[src/rtl/cti8_pkg.sv]
`default_nettype none
// ============================================================================
//  Module   : cti8_pkg
//  Purpose  : Shared CTI-8 definitions. Holds the 4-bit ALU opcode constants
//             and the multiply/divide sequencer state encoding.
//  Ports    : none (package)
//  Revision : 1.0  initial release
// ============================================================================
package cti8_pkg;

    // ALU opcodes used by the sequencer; other core opcodes sit in between.
    localparam logic [3:0] ALU_ADD = 4'd0;
    localparam logic [3:0] ALU_SUB = 4'd1;
    localparam logic [3:0] ALU_SHL = 4'd5;
    localparam logic [3:0] ALU_SHR = 4'd6;

    // Multiply/divide sequencer states.
    typedef enum logic [2:0] {
        ST_IDLE  = 3'd0,
        ST_M_ADD = 3'd1,
        ST_M_SHH = 3'd2,
        ST_M_SHL = 3'd3,
        ST_D_SHQ = 3'd4,
        ST_D_SHR = 3'd5,
        ST_D_SUB = 3'd6,
        ST_DONE  = 3'd7
    } seq_state_t;

endpackage : cti8_pkg
`default_nettype wire

[src/rtl/alu_muldiv_seq.sv]
`default_nettype none
// ============================================================================
//  Module   : alu_muldiv_seq
//  Purpose  : Multi-cycle unsigned 8x8 shift-add multiply and 8/8 restoring
//             divide, executed by borrowing the shared CTI-8 ALU one step per
//             cycle. Releases the ALU (alu_oe = 0) while idle.
//  Ports    : clk, rst_n (async, active low)
//             start, op_div, opa, opb      - operation request
//             busy, done, res_hi, res_lo, dz - status and results
//             alu_opcode, alu_a, alu_b, alu_cin, alu_oe - ALU drive
//             alu_result, alu_c             - ALU response (combinational)
//  Revision : 1.0  initial release
// ============================================================================
module alu_muldiv_seq
    import cti8_pkg::*;
(
    input  logic       clk,
    input  logic       rst_n,
    input  logic       start,
    input  logic       op_div,
    input  logic [7:0] opa,
    input  logic [7:0] opb,
    output logic       busy,
    output logic       done,
    output logic [7:0] res_hi,
    output logic [7:0] res_lo,
    output logic       dz,
    output logic [3:0] alu_opcode,
    output logic [7:0] alu_a,
    output logic [7:0] alu_b,
    output logic       alu_cin,
    output logic       alu_oe,
    input  logic [7:0] alu_result,
    input  logic       alu_c
);

    // Working registers are shared between the two operations:
    //   r_hi = product high / partial remainder
    //   r_lo = multiplier-product low / dividend-quotient
    //   r_b  = multiplicand / divisor
    //   r_c  = one-bit carry handed from one step to the next
    //          (cbit, lsb, qc and ext are never live at the same time)
    seq_state_t r_state;
    logic [7:0] r_hi;
    logic [7:0] r_lo;
    logic [7:0] r_b;
    logic [2:0] r_cnt;
    logic       r_c;
    logic       r_zdiv;     // current op is a divide by zero: results preloaded
    logic       r_dz;
    logic [7:0] r_res_hi;
    logic [7:0] r_res_lo;

    assign busy   = (r_state != ST_IDLE);
    assign done   = (r_state == ST_DONE);
    assign dz     = r_dz;
    assign res_hi = r_res_hi;
    assign res_lo = r_res_lo;

    // ALU drive decode; everything is zero outside the compute states.
    always_comb begin
        alu_opcode = 4'd0;
        alu_a      = 8'd0;
        alu_b      = 8'd0;
        alu_cin    = 1'b0;
        alu_oe     = 1'b0;
        case (r_state)
            ST_M_ADD: begin
                alu_opcode = ALU_ADD;
                alu_a      = r_hi;
                alu_b      = r_lo[0] ? r_b : 8'd0;
                alu_oe     = 1'b1;
            end
            ST_M_SHH: begin
                alu_opcode = ALU_SHR;
                alu_a      = r_hi;
                alu_cin    = r_c;
                alu_oe     = 1'b1;
            end
            ST_M_SHL: begin
                alu_opcode = ALU_SHR;
                alu_a      = r_lo;
                alu_cin    = r_c;
                alu_oe     = 1'b1;
            end
            ST_D_SHQ: begin
                alu_opcode = ALU_SHL;
                alu_a      = r_lo;
                alu_oe     = 1'b1;
            end
            ST_D_SHR: begin
                alu_opcode = ALU_SHL;
                alu_a      = r_hi;
                alu_cin    = r_c;
                alu_oe     = 1'b1;
            end
            ST_D_SUB: begin
                alu_opcode = ALU_SUB;
                alu_a      = r_hi;
                alu_b      = r_b;
                alu_cin    = 1'b1;
                alu_oe     = 1'b1;
            end
            default: ;
        endcase
    end

    always_ff @(posedge clk or negedge rst_n) begin
        if (!rst_n) begin
            r_state  <= ST_IDLE;
            r_hi     <= 8'd0;
            r_lo     <= 8'd0;
            r_b      <= 8'd0;
            r_cnt    <= 3'd0;
            r_c      <= 1'b0;
            r_zdiv   <= 1'b0;
            r_dz     <= 1'b0;
            r_res_hi <= 8'd0;
            r_res_lo <= 8'd0;
        end else begin
            case (r_state)
                ST_IDLE: begin
                    if (start) begin
                        r_hi   <= 8'd0;
                        r_lo   <= opa;
                        r_b    <= opb;
                        r_cnt  <= 3'd0;
                        r_zdiv <= 1'b0;
                        if (!op_div) begin
                            r_state <= ST_M_ADD;
                        end else if (opb != 8'd0) begin
                            r_dz    <= 1'b0;
                            r_state <= ST_D_SHQ;
                        end else begin
                            // Divide by zero skips compute; results go out now.
                            r_zdiv   <= 1'b1;
                            r_dz     <= 1'b1;
                            r_res_lo <= 8'hFF;
                            r_res_hi <= opa;
                            r_state  <= ST_DONE;
                        end
                    end
                end
                ST_M_ADD: begin
                    r_hi    <= alu_result;
                    r_c     <= alu_c;
                    r_state <= ST_M_SHH;
                end
                ST_M_SHH: begin
                    r_hi    <= alu_result;
                    r_c     <= alu_c;
                    r_state <= ST_M_SHL;
                end
                ST_M_SHL: begin
                    r_lo <= alu_result;
                    if (r_cnt == 3'd7) begin
                        r_state <= ST_DONE;
                    end else begin
                        r_cnt   <= r_cnt + 3'd1;
                        r_state <= ST_M_ADD;
                    end
                end
                ST_D_SHQ: begin
                    r_lo    <= alu_result;
                    r_c     <= alu_c;
                    r_state <= ST_D_SHR;
                end
                ST_D_SHR: begin
                    r_hi    <= alu_result;
                    r_c     <= alu_c;
                    r_state <= ST_D_SUB;
                end
                ST_D_SUB: begin
                    // 9-bit remainder {ext, rem} >= divisor when either the
                    // shifted-out bit is set or the subtract did not borrow.
                    if (r_c || alu_c) begin
                        r_hi    <= alu_result;
                        r_lo[0] <= 1'b1;
                    end
                    if (r_cnt == 3'd7) begin
                        r_state <= ST_DONE;
                    end else begin
                        r_cnt   <= r_cnt + 3'd1;
                        r_state <= ST_D_SHQ;
                    end
                end
                ST_DONE: begin
                    if (!r_zdiv) begin
                        r_res_hi <= r_hi;
                        r_res_lo <= r_lo;
                    end
                    r_state <= ST_IDLE;
                end
                default: r_state <= ST_IDLE;
            endcase
        end
    end

endmodule : alu_muldiv_seq
`default_nettype wire

[config.mk]
export PLATFORM = sky130hd
export DESIGN_NAME = alu_muldiv_seq
export DESIGN_NICKNAME = d
export VERILOG_FILES = /design/src/rtl/cti8_pkg.sv /design/src/rtl/alu_muldiv_seq.sv
export SDC_FILE = /design/constraint.sdc
export NUM_CORES = 1
export LEC_CHECK = 0
export CORE_ASPECT_RATIO = 0.8
export CORE_UTILIZATION = 45
export DETAILED_ROUTE_END_ITERATION = 10
export PLACE_DENSITY_LB_ADDON = 0.3
export SLEW_MARGIN = 5
export SYNTH_ARGS = -nofsm -noshare
export SYNTH_HDL_FRONTEND = slang
export SYNTH_SLANG_ARGS = --single-unit
[constraint.sdc]
create_clock -name clk -period 2.12 [get_ports clk]
set_input_delay 0.424 -clock clk [delete_from_list [all_inputs] [get_ports clk]]
set_output_delay 0.424 -clock clk [all_outputs]
set_load 0.02 [all_outputs]
==> results of run 1 <==
area by class of cell:
type / instances / area [sq um]
tap: 78 / 97.6
sequential: 49 / 1230
clock buffer: 7 / 86.3
timing repair buffer: 100 / 907
fill: 453 / 1830
clock inverter: 1 / 30.0
inverter: 14 / 52.6
multi-input combinational: 165 / 1230
state kept, by name (all words and copies together), names as in the netlist:
name and flops:
res_hi 8, r_zdiv 1, r_hi 8, r_c 1, r_state 3, dz 1, r_cnt 3, r_lo 8
r_b 8, res_lo 8
stage by stage:
stage / instances / util, % / power [mW] / TNS [ns]
6_report: 414 / 66.5 / 5.96 / -0.0198
5_1_grt: 414 / 66.5 / 6.32 / -0.396
4_1_cts: 414 / 66.5 / 5.96 / -0.0508
3_5_place_dp: 406 / 64.9 / 5.35 / -3.14
3_3_place_gp: 406 / 64.9 / 5.28 / -2.81
2_1_floorplan: 242 / - / 3.72 / 0
logic make-up (layout without fill, tap and decap cells):
family	count (synthesis)	in the layout	synth area share (%)
muxes	34	34	14.8
DFF	49	49	47.7
other	1	1	0.146
buffers and inverters	28	122	5.11
and+or+nand+nor	74	74	15.4
adders and majority gates	3	3	1.36
xor gates and xnor gates	2	2	0.681
AOI/OAI and AO/OA	51	51	14.8
critical path, delay by kind of cell, from the launching register on:
| family | cells | cell delay, ns |
|---|---|---|
| flops | 1 | 0.43 |
| simple gates | 2 | 0.46 |
| buf+inv | 2 | 0.31 |
| compound gates | 1 | 0.19 |
worst paths after layout:
kind	start	end	slack [ns]	depth (start not counted)
min in group clk	res_lo[7]	res_lo[7]	0.50	1
min	rst_n	r_hi[4]	0.21	2
min reg2reg	res_lo[7]	res_lo[7]	0.50	1
max	r_state[1]	alu_a[0]	-0.02	5
max reg2reg	r_state[1]	res_lo[6]	0.08	9
max in group asynchronous	rst_n	r_state[0]	1.46	2
per-layer routing:
layer | track usage, % | vias up
met4 | 5.56 | 0
met5 | 0 | -
met1 | 34.5 | 1032
li1 | - | 1032
met3 | 5.00 | 8
met2 | 35.5 | 56
cells in the final DEF (no fill, tap or decap), types with 2 or more instances in the layout:
cell type / synthesis / final
clkbuf_2: 0 / 2
dlygate4sd2_1: 0 / 2
buf_4: 3 / 29
clkbuf_8: 0 / 6
a22o_1: 8 / 8
nor2b_1: 5 / 4
o22a_2: 8 / 8
mux2_2: 15 / 15
nand3_1: 4 / 4
mux2i_1: 16 / 16
o21ai_0: 12 / 12
ha_1: 2 / 2
inv_1: 14 / 14
nand3b_1: 2 / 2
mux2_4: 2 / 2
nand2_1: 27 / 27
and2_1: 8 / 8
buf_12: 0 / 3
or4_4: 2 / 2
dfrtp_1: 49 / 47
clkdlybuf4s50_1: 0 / 44
a21oi_1: 14 / 14
nor2_1: 16 / 16
xor2_1: 2 / 2
buf_2: 6 / 10
dfrtp_2: 0 / 2
or2_4: 0 / 2
clkdlybuf4s15_2: 0 / 8
power by group:
group | internal, mW | switching (mW) | total [mW]
Combinational | 1.77 | 1.83 | 3.60
Clock | 0.385 | 0.324 | 0.709
Sequential | 1.35 | 0.301 | 1.65
repair_timing:
item,4_1_cts,5_1_grt
pin swaps,1,0
gates resized for setup,78,6
setup buffers,0,0
setup endpoints to repair,23,19
gates cloned,0,0
==> out/metrics.csv, run 1 <==
stage;metric;value;unit
status;status;complete, but fails checks;
status;violations;setup timing;
timing;fmax;467;MHz
power_and_ir_drop;vdd_ir_drop_max;0.000875;V
synthesis;ys_seq_area_share;47.7;%
route;routedWlPerCell;15.9;microns
route;wl_met1;3090;microns
route;dr_wl_met3;336;microns
timing;setup_viol;1;
placement;numPortBuffers;68;
worst_setup_path;end_kind;output pin;
route;wl_met2;3070;microns
worst_setup_path;slowest_stage;dfrtp_1;
layout;diodes;0;
worst_setup_path;worstPathArrival;1.72;ns
placement;dp_hpwl;4630;microns
synthesis;async_flop_share;100;%
floorplanning;die_area;6020;sq um
synthesis;ys_warn_count;0;
timing;fin_crit_sh;101;%
synthesis;yosysTopAreaCell;dfrtp_1;
floorplanning;die_x;86.5;microns
route;top_layer_used;met4;
timing;hold_violations;0;
grt;antenna_found_initial;0;
timing;tightest_slew;0.626;ns
timing;layout_setup_ws;-0.0198;ns
clocking;ctsHtreeMaxLevel;2;
timing;drv_slew;0;
power_and_ir_drop;power_density;1640;nW/um^2
synthesis;syn_nets;273;
clocking;cts_tree;built;
clocking;cts_buffers;5;
worst_setup_path;crit_chain;nor2b_2, or2_4, buf_12, a22o_1, buf_4;
placement;post_dp_cell_area;3540;sq um
clocking;clock-sinks;49;
floorplanning;die_h;69.6;microns
placement;gp_congestion;0.790;
synthesis;syn_area;2570;sq um
worst_setup_path;critPathLaunchType;register;
clocking;ctsRootBufferMaster;clkbuf_8;
route;drt-initial-drc-count;201;
floorplanning;design.core.area;5470;sq um
worst_setup_path;crit_type;register to output pin;
grt;grt-ovfl-total;0;
grt;track_usage;23.5;%
worst_setup_path;crit_fanout;15;
floorplanning;start_util;47.1;%
layout;finalInstanceArea;3630;sq um
grt;grt_pass1_wl;10800;microns
route;drc;0;
layout;area_growth;41.2;%
route;vias;2128;
flow_run;max_cap_violations;0;
timing;maxSlewHeadroom;58.3;%
synthesis;synthCells;242;
synthesis;syn_area_per_cell;10.6;sq um
timing;skew;0.00805;ns
route;drt_pass1_iterations;4;
synthesis;yosysTopAreaCellShare;47.7;%
clocking;cts_buffer_depth;2;
worst_setup_path;required;1.70;ns
clocking;clk_pin_slew;0.09;ns
clocking;insertion_delay;0.31;ns
timing;whs;0.212;ns
synthesis;synth_edf_count;0;
timing;finalCriticalPeriod;2.14;ns
synthesis;ys_types;43;
floorplanning;row_count;24;
timing;rsz0062_at_grt;true;
route;avgViaCountPerCell;5.14;
clocking;cts_hold_buf;0;
hold_path;hp-class;primary input to asynchronous set/reset pin;
synthesis;ys_ff_latch;49;
layout;nNetsFinal;366;
synthesis;synth_most_common_cell;dfrtp_1;
synthesis;synthTopCellsByArea;dfrtp_1, mux2_2, mux2i_1;
grt;first_global_vias;2112;
route;routed_wl;6560;microns
route;antenna_left;0;
power_and_ir_drop;leakage;1.61;nW
synthesis;ys_top_cells_by_count;dfrtp_1, nand2_1, mux2i_1, nor2_1, mux2_2;
grt;grt_max_degree;50;
floorplanning;ioPinCount;70;
synthesis;synth_ff_type;dfrtp_1;
placement;pre_cts_slack;-0.231;ns
worst_setup_path;critical-path-max-stage-delay;0.43;ns
layout;layout-drive-gt1-share;30.4;%
No activity file was read; power rests on OpenSTA's default activity.
==> run 2: changes to the inputs <==
HOLD_SLACK_MARGIN = 0.03   (was not set)
==> results of run 2 <==
No change in the layout: final DEF, timing and power equal those of run 1.
==> run 3: changes to the inputs <==
CORE_UTILIZATION = 30   (was 45)
==> run 3 against run 2 <==
Compared with the run above:
- the run now ends clean
- core utilization down 20 points
- fmax is 2.1% higher
- sequential share of layout area down 1.1 points
- final area increased by 3.5%
- clock-buffer cell count did not move
- largest cell class unchanged
==> out/metrics.csv, run 3 (same netlist as run 1, synthesis figures left out) <==
stage;metric;value;unit;change
worst_setup_path;path_depth;5;;unchanged
clocking;clk_pin_slew;0.09;ns;about the same
route;drt-initial-drc-count;61;;-70%
clocking;cts_buffers;5;;unchanged
grt;grt_max_degree;30;;-40%
flow_run;max_cap_violations;0;;unchanged
worst_setup_path;slowest_stage;dfrtp_2;;
route;avgViaCountPerCell;4.71;;-8.3%
route;antenna_left;0;;unchanged
layout;diodes;0;;unchanged
floorplanning;die_h;84.8;microns;+22%
clocking;cts_tree;built;;
route;vias;2126;;-0.094%
timing;fin_crit_sh;98.9;%;-2.0 points
grt;antenna_found_initial;0;;unchanged
worst_setup_path;required;1.70;ns;about the same
timing;rsz0062_at_grt;true;;
timing;hold_violations;0;;unchanged
floorplanning;ioPinCount;70;;unchanged
route;routed_wl;6630;microns;+1.1%
route;drc;0;;unchanged
worst_setup_path;rr_worst_depth;7;;-2
hold_path;hp-class;primary input to asynchronous set/reset pin;;
status;status;complete, no violations;;
layout;final_cell_mix;dfrtp_1, clkdlybuf4s50_1, buf_4;;
timing;skew;0.00822;ns;+0.000171 ns
clocking;ctsHtreeMaxLevel;2;;unchanged
clocking;cts_buffer_depth;2;;unchanged
worst_setup_path;crit_fanout;15;;unchanged
route;routedWlPerCell;14.7;microns;-7.2%
worst_setup_path;critical-path-max-stage-delay;0.46;ns;+0.03 ns
worst_setup_path;worstPathArrival;1.67;ns;-0.05 ns
placement;numPortBuffers;68;;unchanged
worst_setup_path;crit_buf_inv;2;;unchanged
clocking;clock-sinks;49;;unchanged
clocking;cts_hold_buf;0;;unchanged
grt;grt_pass1_wl;10900;microns;+1.2%
timing;drv_slew;0;;unchanged
placement;pre_cts_slack;-0.229;ns;+0.00190 ns
layout;final_cells;451;;+8.9%
layout;area_growth;46.2;%;
route;drt_pass1_iterations;4;;unchanged
floorplanning;design.core.area;8130;sq um;+49%
floorplanning;die_x;106;microns;+22%
power_and_ir_drop;leakage;1.67;nW;+3.9%
floorplanning;start_util;31.7;%;-15 points
grt;grt-ovfl-total;0;;unchanged
grt;first_global_vias;2171;;+2.8%
timing;fmax;477;MHz;+2.1%
clocking;ctsRootBufferMaster;clkbuf_8;;
timing;finalCriticalPeriod;2.10;ns;-0.0434 ns
floorplanning;die_area;8950;sq um;+49%
worst_setup_path;critPathLaunchType;register;;
power_and_ir_drop;finalPower;6.18;mW;+3.8%
layout;final_common_cell;dfrtp_1;;
layout;nNetsFinal;373;;+1.9%
placement;gp_congestion;0.792;;+0.22%
timing;setup_viol;0;;-1
grt;track_usage;15.5;%;-8.1 points
worst_setup_path;path_delay_family;flip-flops;;
floorplanning;row_count;29;;+21%
layout;num-fill-cells;786;;+74%
worst_setup_path;end_kind;output pin;;
worst_setup_path;crit_type;register to output pin;;
placement;dp_hpwl;5010;microns;+8.1%
layout;layout-drive-gt1-share;31.2;%;+0.84 points
power_and_ir_drop;vdd_ir_drop_max;0.000567;V;-35%
power_and_ir_drop;power_density;1640;nW/um^2;+0.29%
timing;layout_setup_ws;0.0236;ns;+0.0434 ns
worst_setup_path;crit_chain;nor2b_4, or2_4, buf_12, a22o_1, buf_4;;
clocking;insertion_delay;0.29;ns;-0.02 ns
placement;dpl.cell_count;436;;+7.4%
-- run 3: changes by cell type in the layout (fill, tap and decap cells not counted), sizes merged --
cell / change
buf: +13
clkdlybuf4s15: -8
dlygate4sd2: +2
-- run 3: report_power, final --
group	leakage [nW]	internal (mW)	switching [mW]	total (mW)
sequential	0.574	1.35	0.298	1.65
clock	0.0585	0.385	0.304	0.689
combinational	1.04	1.99	1.86	3.84
-- run 3: worst reg2reg max path: stages, from the launching register on --
cell       delay, ns
dfrtp_2         0.46
buf_12          0.16
buf_4           0.15
nor4b_4         0.27
nand2_1         0.15
a2bb2oi_4       0.17
buf_12          0.15
mux2_2          0.34
-- run 3: final cells by class --
| cell class | instances | area (sq um) | share of cell area [%] |
|---|---|---|---|
| clock buffer | 7 | 86.3 | 2.30 |
| clock inverter | 1 | 30.0 | 0.799 |
| inverter | 14 | 52.6 | 1.40 |
| multi-input combinational | 165 | 1230 | 32.8 |
| sequential | 49 | 1230 | 32.7 |
| tap | 108 | 135 | 3.59 |
| timing repair buffer | 107 | 992 | 26.4 |
-- run 3: final timing paths --
path	start	to	slack, ns
setup reg to reg	r_state[1]	res_hi[0]	0.17
min in group clk	dz	dz	0.49
max in group asynchronous	rst_n	r_state[1]	1.50
hold reg to reg	dz	dz	0.49
setup / recovery	r_state[1]	alu_a[0]	0.02
hold / removal	rst_n	r_b[3]	0.08
-- run 3: stage by stage --
stage	area, sq um	setup TNS (ns)	utilization [%]	hold WS (ns)
final	3760	0	46.3	0.0807
after CTS	3660	-0.140	45.0	0.0885
after global placement	3590	-2.95	44.2	0.412
after global routing	3760	-0.113	46.3	0.0964
after floorplan	2570	0	-	0.128
after detailed placement	3590	-3.20	44.2	0.415
-- run 3: metal layers --
layer	GRT usage [%]	vias up	share of wire, %
met5	0	-	0
met4	3.03	0	0.60
met3	2.38	2	3.4
met2	25.8	40	48
met1	21.5	1039	48
li1	-	1045	-
-- run 3: what timing repair did --
item                       in CTS  in global routing
gates resized for setup        77                 30
setup endpoints to repair      23                 20
setup buffers                   2                  5
pin swaps                       0                  1
hold endpoints to repair        0                  0
